<file path="config.mk">
export PLATFORM = sky130hd
export DESIGN_NAME = sync_fifo_ctrl
export DESIGN_NICKNAME = d
export VERILOG_FILES = /design/src/rtl/sync_fifo_ctrl.sv
export SDC_FILE = /design/constraint.sdc
export NUM_CORES = 1
export LEC_CHECK = 0
export BUFFER_PORTS_ARGS = -buffer_cell sky130_fd_sc_hd__buf_4
export CAP_MARGIN = 20
export CORE_MARGIN = 4
export CORE_UTILIZATION = 54
export DETAILED_ROUTE_END_ITERATION = 8
export PLACE_DENSITY = 0.71
export SLEW_MARGIN = 40
export SYNTH_ARGS = -nofsm -noshare
export SYNTH_HDL_FRONTEND = slang
export SYNTH_SLANG_ARGS = --single-unit
</file>
<file path="constraint.sdc">
create_clock -name clk -period 2.7 [get_ports clk]
set_input_delay 0.27 -clock clk [delete_from_list [all_inputs] [get_ports clk]]
set_output_delay 0.27 -clock clk [all_outputs]
set_load 0.03 [all_outputs]
</file>
<file path="src/rtl/sync_fifo_ctrl.sv">
// Single-clock FIFO with occupancy count, almost-full/empty thresholds and standard/FWFT read.
// Sticky Overflow/Underflow flags are built only when FIFO_ERR_FLAGS_EN is defined.
module sync_fifo_ctrl #(
  parameter int unsigned DATA_WIDTH = 8,
  parameter int unsigned ADDR_WIDTH = 5,
  parameter int unsigned AF_LEVEL   = 28,
  parameter int unsigned AE_LEVEL   = 4,
  parameter int unsigned FWFT       = 0
) (
  input  logic                  clk,
  input  logic                  rst,
  input  logic [DATA_WIDTH-1:0] DataIn,
  input  logic                  Wr_enable,
  input  logic                  Read_enable,
  input  logic                  Err_clear,
  output logic [DATA_WIDTH-1:0] DataOut,
  output logic                  Empty,
  output logic                  Full,
  output logic                  AlmostFull,
  output logic                  AlmostEmpty,
  output logic [ADDR_WIDTH:0]   Count,
  output logic                  Overflow,
  output logic                  Underflow
);

  localparam int unsigned DEPTH = 2 ** ADDR_WIDTH;
  localparam logic [ADDR_WIDTH:0] DepthCnt = (ADDR_WIDTH + 1)'(DEPTH);
  localparam logic [ADDR_WIDTH:0] AfCnt    = (ADDR_WIDTH + 1)'(AF_LEVEL);
  localparam logic [ADDR_WIDTH:0] AeCnt    = (ADDR_WIDTH + 1)'(AE_LEVEL);

  logic [DATA_WIDTH-1:0] mem_q [DEPTH];
  logic [ADDR_WIDTH-1:0] w_addr_q, w_addr_d;
  logic [ADDR_WIDTH-1:0] r_addr_q, r_addr_d;
  logic [ADDR_WIDTH:0]   count_q, count_d;
  logic                  wr_acc, rd_acc;

  assign Empty       = (count_q == '0);
  assign Full        = (count_q == DepthCnt);
  assign AlmostFull  = (count_q >= AfCnt);
  assign AlmostEmpty = (count_q <= AeCnt);
  assign Count       = count_q;

  assign wr_acc = Wr_enable && !Full;
  assign rd_acc = Read_enable && !Empty;

  always_comb begin
    w_addr_d = wr_acc ? w_addr_q + 1'b1 : w_addr_q;
    r_addr_d = rd_acc ? r_addr_q + 1'b1 : r_addr_q;
    count_d  = count_q;
    unique case ({wr_acc, rd_acc})
      2'b10:   count_d = count_q + 1'b1;
      2'b01:   count_d = count_q - 1'b1;
      default: count_d = count_q;
    endcase
  end

  always_ff @(posedge clk or posedge rst) begin
    if (rst) begin
      w_addr_q <= '0;
      r_addr_q <= '0;
      count_q  <= '0;
    end else begin
      w_addr_q <= w_addr_d;
      r_addr_q <= r_addr_d;
      count_q  <= count_d;
    end
  end

  // Storage is deliberately left unreset.
  always_ff @(posedge clk) begin
    if (wr_acc) begin
      mem_q[w_addr_q] <= DataIn;
    end
  end

  if (FWFT != 0) begin : g_fwft
    assign DataOut = Empty ? '0 : mem_q[r_addr_q];
  end else begin : g_std
    logic [DATA_WIDTH-1:0] dout_q;
    always_ff @(posedge clk or posedge rst) begin
      if (rst) begin
        dout_q <= '0;
      end else if (rd_acc) begin
        dout_q <= mem_q[r_addr_q];
      end
    end
    assign DataOut = dout_q;
  end

`ifdef FIFO_ERR_FLAGS_EN
  logic ovf_q, unf_q;
  // A new error in the clearing cycle keeps the flag set.
  always_ff @(posedge clk or posedge rst) begin
    if (rst) begin
      ovf_q <= 1'b0;
      unf_q <= 1'b0;
    end else begin
      if (Wr_enable && Full) begin
        ovf_q <= 1'b1;
      end else if (Err_clear) begin
        ovf_q <= 1'b0;
      end
      if (Read_enable && Empty) begin
        unf_q <= 1'b1;
      end else if (Err_clear) begin
        unf_q <= 1'b0;
      end
    end
  end
  assign Overflow  = ovf_q;
  assign Underflow = unf_q;
`else
  logic unused_err_clear;
  assign unused_err_clear = Err_clear;
  assign Overflow  = 1'b0;
  assign Underflow = 1'b0;
`endif

endmodule

</file>
Word level (Yosys, flattened, before mapping) --
Memories as Yosys holds them, arrays and structs flattened. A register that Yosys moved wholly into a read port is not among the register bits. Cells that the tools add are included.
Word-level totals: memory bits (writable) 256, memories 1, latch bits 0, ROM bits 0, output and inout bits 20, input bits 13, flip-flop bits (word level) 16
Memory list:
- mem_q | words 32, width 8, rd ports 1, clocked after memory_dff 1, write ports 1, line 31 | logic [DATA_WIDTH-1:0] mem_q [DEPTH];
Cells by class: equal/unequal tests 3, order comparisons 2, reductions and logical operators 6, multipliers 0, bitwise logic cells 0, muxes and demuxes 3, shift operators 0, div/mod/pow operators 0, add/sub/neg operators 4
Operators with widths (number):
- one-hot mux 6 bit (2 select lines) | 1
- adder 5 x 1 -> 5 bit, second input constant | 2
- adder 6 x 1 -> 6 bit, second input constant | 1
- == test 6 bit, second input constant | 1
- greater-or-equal comparator 6 x 5 -> 1 bit, second input constant | 1
- less-or-equal comparator 6 x 3 -> 1 bit, second input constant | 1
- logical NOT 6 bit | 1
- subtractor 6 x 1 -> 6 bit, second input constant | 1
- == test 2 x 1 -> 1 bit, second input constant | 1
- == test 2 bit, second input constant | 1
- logical AND 1 bit | 2
- logical NOT 1 bit | 2
- 2-to-1 mux 1 bit | 2
- nonzero test 2 bit | 1

Depth between registers and ports, before layout --
Gate-level depths: netlist of run 1.
depth after elaboration 5, mapped depth 11, gate-level depth less buffers 11

Worst setup path before layout of run 1 --
OpenSTA, ideal clock, no wires.
path kind register to register, from reg count_q[3], in the netlist Count[3], to reg count_q[5], in the netlist Count[5], stages on the path, launching flop included 11, data required time 2.563 ns, path slack -0.055 ns, data arrival time 2.619 ns, setup time 0.137 ns, period minus slack after synthesis 2.755 ns, path through dfrtp_1 > nor3_1 > a21boi_2 > clkbuf_1 > ha_1 > ha_1 > a21oi_1 > o21ai_0 > nor4_1 > a311oi_1 > xnor2_1
On the way: longest elaborated chain between the ends 5, elaborated cells on any way between the ends 12, those cells by class add/sub: 2; eq/ne: 3; mux: 1; reduce/logical: 6
RTL lines:
- from (decl) | line 34 | logic [ADDR_WIDTH:0] count_q, count_d;
- from (signal assigned) | line 65 | count_q <= count_d;
- logical NOT 6 bit (*) | line 37 | assign Empty = (count_q == '0);
- logical NOT 1 bit (*) | line 44 | assign rd_acc = Read_enable && !Empty;
- logical AND 1 bit (*) | line 44
- named net rd_acc | line 35 | logic wr_acc, rd_acc;
- == test 2 x 1 -> 1 bit / == test 2 bit (equally long branches) | line 50 | unique case ({wr_acc, rd_acc})
- one-hot mux 6 bit (2 select lines) / nonzero test 2 bit (equally long branches)
Mark *: on every way through the listed nets, which the timed path passes. The rest lies on a longest branch. A chain may end at the register's enable or synchronous reset.

Worst setup path after layout of run 1 --
from reg count_q[3], in the netlist Count[3], to reg count_q[5], in the netlist Count[5]
On the way: longest elaborated chain between the ends 5, elaborated cells on any way between the ends 12, those cells by class add/sub: 2; eq/ne: 3; mux: 1; reduce/logical: 6
RTL lines:
- parallel branches: the longest is 5 deep, another holds subtractor 6 x 1 -> 6 bit
Parallel ways; which one is timed is not known.

==> results of run 1 <==
cell families (layout without fill, tap and decap cells):
| logic type | Yosys count | after routing |
|---|---|---|
| other cells | 1 | 2 |
| simple gates | 103 | 103 |
| buf+inv | 44 | 112 |
| flops | 280 | 280 |
| xor+xnor | 11 | 11 |
| compound gates | 83 | 83 |
| fa+ha+maj | 11 | 11 |
| mux | 89 | 89 |
final cells by class:
class,count,area (um^2),area share
inverter,9,33.8,0.00265
timing repair buffer,51,423,0.0332
sequential,280,8290,0.652
clock buffer,43,788,0.0619
multi-input combinational,299,2810,0.221
tap,270,338,0.0265
clock inverter,9,38.8,0.00305
through the flow:
step / instance area (um^2) / power (uW) / hold WS, ns / setup WS [ns] / cells
3_3_place_gp: 11900 / 9510 / 0.507 / 0.200 / 908
5_1_grt: 12700 / 13600 / 0.165 / 0.0189 / 961
2_1_floorplan: 11300 / 8450 / 0.285 / 0.0573 / 623
6_report: 12700 / 13000 / 0.164 / 0.157 / 961
4_1_cts: 12700 / 13100 / 0.147 / 0.0942 / 961
3_5_place_dp: 11900 / 9620 / 0.354 / 0.122 / 908
worst max-delay path by stage:
stage,startpoint,endpoint,slack (ns),cells after the start
floorplan,Count[3],Count[5],0.06,10
global placement,Count[0],Count[5],0.20,10
detailed placement,Count[0],Count[5],0.12,10
CTS,Count[0],Count[5],0.09,10
global route,Count[0],Count[5],0.02,10
finish,Count[3],Count[5],0.16,9
cells in the mapped netlist (all sizes together) (3+ instances only):
| library cell | count |
|---|---|
| xnor2 | 8 |
| nand3 | 4 |
| xor2 | 3 |
| a32o | 7 |
| inv | 9 |
| mux4 | 39 |
| clkbuf | 5 |
| nand2 | 18 |
| mux2 | 8 |
| a211oi | 16 |
| a21oi | 10 |
| nor3 | 10 |
| nor2 | 46 |
| nand2b | 3 |
| nor2b | 4 |
| nand4 | 3 |
| a22oi | 8 |
| ha | 10 |
| buf | 30 |
| edfxtp | 256 |
| mux2i | 42 |
| dfrtp | 24 |
| o22ai | 23 |
| nand3b | 5 |
| o21ai | 10 |
routing by layer:
| metal | GRT usage | share of wire | vias to the layer above |
|---|---|---|---|
| met3 | 0.0280 | 0.054 | 37 |
| met4 | 0.0577 | 0.024 | 0 |
| met1 | 0.279 | 0.43 | 2946 |
| met5 | 0 | 0 | - |
| li1 | - | - | 2599 |
| met2 | 0.313 | 0.49 | 179 |
flip-flops by register name (all words and copies together) (netlist names):
signal and cells:
Count 6, DataOut 8, mem_q 256, r_addr_q 5, w_addr_q 5
report_power, final:
part           switching, uW  leakage [uW]  internal [uW]
clock network           1490      0.000403           2000
registers                486       0.00258           5170
logic                   2190       0.00133           1710
layout by cell type (no fill, tap or decap), types with 16 or more instances in the layout:
cell type,Yosys,layout
nor2_1,45,37
mux2i_1,42,42
o22ai_1,23,23
mux4_2,23,23
mux4_1,16,16
edfxtp_1,256,256
clkbuf_16,0,29
nand2_1,18,18
buf_4,7,47
dfrtp_1,24,21
timing repair:
item                                   in CTS  in global routing
hold buffers                                1                  0
resized for setup                           0                  2
endpoints found under the hold margin      24                  0
setup endpoints to repair                   0                  1
==> impl_results.md, run 1 <==
- Status: completed
- Antenna-violating nets left: 0
- MaxCap Viol Count: 0
- Largest fanout on the critical path: 7
- Asr flop ratio synth: 0.0857
- Final Hold Vio Count: 0
- Sequential cell area fraction in the yosys report: 0.731
- Endpoint of the lowest-slack register-to-register path: Count[5]
- Crit-path slowest cell: dfrtp_1
- Count of buffering cells on the critical path with inverters included: 0
- Fraction of final layout cells sized beyond drive strength 1: 0.200
- Capture endpoint of the worst hold path: mem_q[3][6]
- Pin count of the biggest net entering global routing: 35
- Largest family of logic cells by synthesized area: multiplexers
- Kind of cell adding the most delay to the critical path: compound AO/OA/AOI/OAI gates
- Cell area power density: 1020 nW/um^2
- Final period utilization: 0.942
- Number of iterations in the first detailed-routing pass: 5
- Worst slew margin: 0.479
- Count of warnings emitted by yosys: 0
- HP Start: DataIn[6]
- Worst vdd rail ir drop: 0.529 mV
- Startpoint of the most critical register-to-register path: Count[3]
- Cell chosen for the clock root: clkbuf_16
- Min-delay worst type: input pin to register
- RSZ-0062 raised after global routing: false
- Share of cell area taken by muxes after synthesis: 0.128
- Post-route DRC: 0
- Die Footprint: 23400 um^2
- Data arrival time of the worst path: 2.99 ns
- Synth Cell Area: 11300 um^2
- Required @ worst endpoint: 3.15 ns
- Category of the worst setup path launch point: register
- Clock buffers created by TritonCTS: 28
- Distinct cell type count after synthesis: 54
- Static power due to leakage: 0.00432 uW
- Post-layout min period: 2.54 ns
- End-of-flow core utilization: 0.623
- XOR/XNOR Fraction of Synth Area: 0.00850
- Compound-gate portion of the synthesized area: 0.0513
- Average detailed-routed wire length per instance: 23.3 um
- Largest clock skew in the final design: 0.0114 ns
- First-pass GRT wire length: 34.9 mm
- CTS sink count: 280
- Gate Count Post-Synth: 622
- Width of the die: 153 um
- Number of DRC markers in iteration 0: 566
- Sum of negative setup slack: 0 ns
- Clock slew seen by the registers of the worst setup and hold paths: 0.06 ns
- Top-area cell type share of the netlist area: 0.678
- Total routed wirelength: 22.4 mm
- Max Root-Sink Buffers: 3
- Critical-path cell list: nor3_1 -> a21boi_2 -> ha_2 -> ha_1 -> nand2_1 -> o21ai_0 -> nor4_1 -> a311oi_1 -> xnor2_1
- Final Slew Violations: 0
- Via density: 5.99
- Insertion delay of the later-clocked pin in the worst-skew pair: 0.53 ns
- Most area-consuming cells after synthesis: edfxtp_1 (68%), dfrtp_1 (5.3%), mux4_2 (4.6%), mux2i_1 (3.7%), mux4_1 (3.7%)
- Synthesized-area fraction occupied by adder cells: 0.0128
- Average cell area after synthesis: 18.2 um^2
- Layout fillers: 1437
- Number of register bits inferred by synthesis: 280
- Post-detailed-placement half-perimeter wirelength: 13.9 mm
- Total setup violations reported at the end of the flow: 0
- Number of levels the H-tree was split into: 1
- Simple logic cell fraction of the synthesized area: 0.0446
- Layout Nets: 693
- Number of placement rows: 52
- Delay of the slowest cell on the worst path: 0.44 ns
- Synthesis-to-layout area growth: 12.3%
- Ys flop type: edfxtp_1
- Weighted congestion reported at the end of routability-driven placement: 0.805
- Via count of the first global-routing pass: 5911
- R2r setup slk: 0.16 ns
- Port buffer count: 29
- Logic depth of the worst register-to-register path: 9
- Cell type contributing the most total cell area after synthesis: edfxtp_1
- Maximum operating frequency: 393 MHz
- Std-Cell Core Area: 20400 um^2
- Initial core utilization: 0.555
- Crit. End Element: register
- Total via count in the routed design: 5761
- Congestion Overflow GR: 0
- Number of synthesized flops with an enable pin: 256
- N_diodes: 0
- Io pins: 33
- Hold Path Stages: 1
- Total track usage: 0.193
- Post-CTS Setup Inserts: 0
- Antenna violations before repair: 0
- Tightest Pin Transition: 0.778 ns
- Kind of critical path: register to register
- CTS tree: built
- Die span in y: 153 um
No activity file was read; power rests on OpenSTA's default activity.
==> inputs of run 2 (changes only) <==
--- a/config.mk
+++ b/config.mk
@@ -7,10 +7,11 @@
 export LEC_CHECK = 0
 export BUFFER_PORTS_ARGS = -buffer_cell sky130_fd_sc_hd__buf_4
 export CAP_MARGIN = 20
+export CORE_ASPECT_RATIO = 2
 export CORE_MARGIN = 4
 export CORE_UTILIZATION = 54
 export DETAILED_ROUTE_END_ITERATION = 8
-export PLACE_DENSITY = 0.71
+export PLACE_DENSITY = 0.75
 export SLEW_MARGIN = 40
 export SYNTH_ARGS = -nofsm -noshare
 export SYNTH_HDL_FRONTEND = slang
==> impl_results.md, run 2 (same netlist as run 1, synthesis figures left out) <==
- Status: completed
- Category of the worst setup path launch point: register
- Total via count in the routed design: 5794
- Net switching share of the total power: 0.329
- Post-layout min period: 2.55 ns
- Startpoint of the most critical register-to-register path: r_addr_q[0]
- Data arrival time of the worst path: 2.95 ns
- Via count of the first global-routing pass: 6168
- Delay of the slowest cell on the worst path: 0.61 ns
- Count of buffering cells on the critical path with inverters included: 2
- Worst vdd rail ir drop: 0.605 mV
- Power after layout: 13100 uW
- Die Footprint: 23500 um^2
- Min-delay worst type: input pin to register
- Synthesis-to-layout area growth: 11.8%
- Pin count of the biggest net entering global routing: 33
- Layout Nets: 695
- Required @ worst endpoint: 3.10 ns
- Post-route cell area: 12700 um^2
- Post-route DRC: 0
- Post-CTS Setup Inserts: 0
- Top sig layer: met4
- Power Internal: 8800 uW
- Crit-path slowest cell: dfrtp_2
- Cell area power density: 1030 nW/um^2
- Tightest Pin Transition: 0.845 ns
- Via density: 6.08
- Most flops, register: mem_q
- Congestion Overflow GR: 0
- Io pins: 33
- Flip-flop count of the largest register, all copies and words added: 256
- Layout fillers: 1457
- Kind of cell adding the most delay to the critical path: compound AO/OA/AOI/OAI gates
- First-pass GRT wire length: 37.1 mm
- Max Root-Sink Buffers: 3
- Largest clock skew in the final design: 0.0176 ns
- Number of DRC markers in iteration 0: 383
- Instance area at placement: 11900 um^2
- Average detailed-routed wire length per instance: 25.4 um
- Number of iterations in the first detailed-routing pass: 5
- Die span in y: 213 um
- Cell chosen for the clock root: clkbuf_16
- Width of the die: 110 um
- Clock slew seen by the registers of the worst setup and hold paths: 0.07 ns
- Initial core utilization: 0.551
- CTS sink count: 280
- Antenna violations before repair: 0
- Insertion delay of the later-clocked pin in the worst-skew pair: 0.51 ns
- Number of levels the H-tree was split into: 1
- Post-detailed-placement half-perimeter wirelength: 16.4 mm
- Fraction of final layout cells sized beyond drive strength 1: 0.220
- Final Hold Vio Count: 0
- RSZ-0062 raised after global routing: false
- Clock buffers created by TritonCTS: 23
- Total setup violations reported at the end of the flow: 0
- HP Start: DataIn[6]
- Largest fanout on the critical path: 19
- Crit. End Element: register
- Sum of negative setup slack: 0 ns
- Critical-path cell list: buf_12 -> buf_4 -> mux4_2 -> a211oi_1 -> a41oi_1 -> o31a_1
- Top library cells by usage in the layout, fill and taps aside: edfxtp_1 (256), buf_4 (55), mux2i_1 (42), nor2_1 (35)
- N_diodes: 0
- Number of placement rows: 74
- Weighted congestion reported at the end of routability-driven placement: 0.875
- Total routed wirelength: 24.2 mm
- Critical path startpoint: r_addr_q[0]
- Maximum operating frequency: 391 MHz
- End-of-flow core utilization: 0.617
- Final Slew Violations: 0
- Part of the total power dissipated in combinational logic: 0.322
- CTS tree: built
- MaxCap Viol Count: 0
- Kind of critical path: register to register
- Routed metal-1 wire length: 8.03 mm
- Power spent charging and discharging nets: 4310 uW
- Static power due to leakage: 0.00430 uW
- Total track usage: 0.210
- Most common library cell in the layout ignoring fill and taps: edfxtp_1
- Std-Cell Core Area: 20600 um^2
- Total length of routed met2 wires: 13.7 mm
- Antenna-violating nets left: 0
- Share of total power in sequential cells: 0.432
- Port buffer count: 29
- Clock group share of total power: 0.246
- WL met3: 907 um
- Worst slew margin: 0.435
- Final period utilization: 0.946
-- run 2: changes by cell type in the layout (fill, tap and decap cells not counted), sizes merged --
| cell | change |
|---|---|
| clkinv | +2 |
| clkbuf | -17 |
| clkinvlp | +2 |
| bufinv | +2 |
| buf | +7 |
-- run 2: layer usage --
layer  vias up  GRT usage
met5         -          0
li1       2589          -
met3        58     0.0193
met2       204      0.400
met4         0      0.134
met1      2943      0.220
-- run 2: what timing repair did --
action | CTS | global route
hold endpoints to repair | 24 | 0
resized for setup | 2 | 4
setup endpoints to repair | 1 | 1
hold buffers | 1 | 0
pin swaps | 0 | 1
-- run 2: metrics by stage --
stage          hold WS (ns)  instances  worst slack (ns)
3_5_place_dp          0.366        911           -0.0297
5_1_grt               0.163        953            0.0214
3_3_place_gp          0.536        911             0.217
4_1_cts               0.147        953           0.00539
6_report              0.167        953             0.145
2_1_floorplan         0.285        623            0.0573
-- run 2: path summary, 6_finish.rpt --
path                       slack [ns]  cells after the start      endpoint
min                              0.17                      1  mem_q[26][6]
min in group asynchronous        0.36                      3      Count[1]
max                              0.15                      6    DataOut[6]
min reg2reg                      0.55                      1   r_addr_q[4]
max in group asynchronous        1.95                      3   r_addr_q[2]
max reg2reg                      0.15                      6    DataOut[6]
-- run 2: worst reg2reg max path, stage by stage (launching register included) --
cell,delay (ns)
dfrtp_2,0.61
buf_12,0.24
buf_4,0.25
mux4_2,0.54
a211oi_1,0.48
a41oi_1,0.18
o31a_1,0.13
-- run 2: power groups by stage --
stage / Combinational [uW] / Clock (uW) / Sequential (uW)
2_1_floorplan: 2830 / 0 / 5620
3_3_place_gp: 4090 / 0 / 5710
3_5_place_dp: 4200 / 0 / 5740
4_1_cts: 4220 / 3280 / 5660
5_1_grt: 4490 / 3460 / 5710
6_report: 4220 / 3220 / 5670
-- run 2: layout make-up --
type | count | area [um^2] | share of cell area
multi-input cells | 299 | 2830 | 0.223
flip-flops and latches | 280 | 8290 | 0.654
clock buffers | 26 | 597 | 0.0471
repair buffers | 58 | 463 | 0.0365
well taps | 266 | 333 | 0.0263
inverters | 9 | 33.8 | 0.00267
clock inverters | 15 | 125 | 0.00987
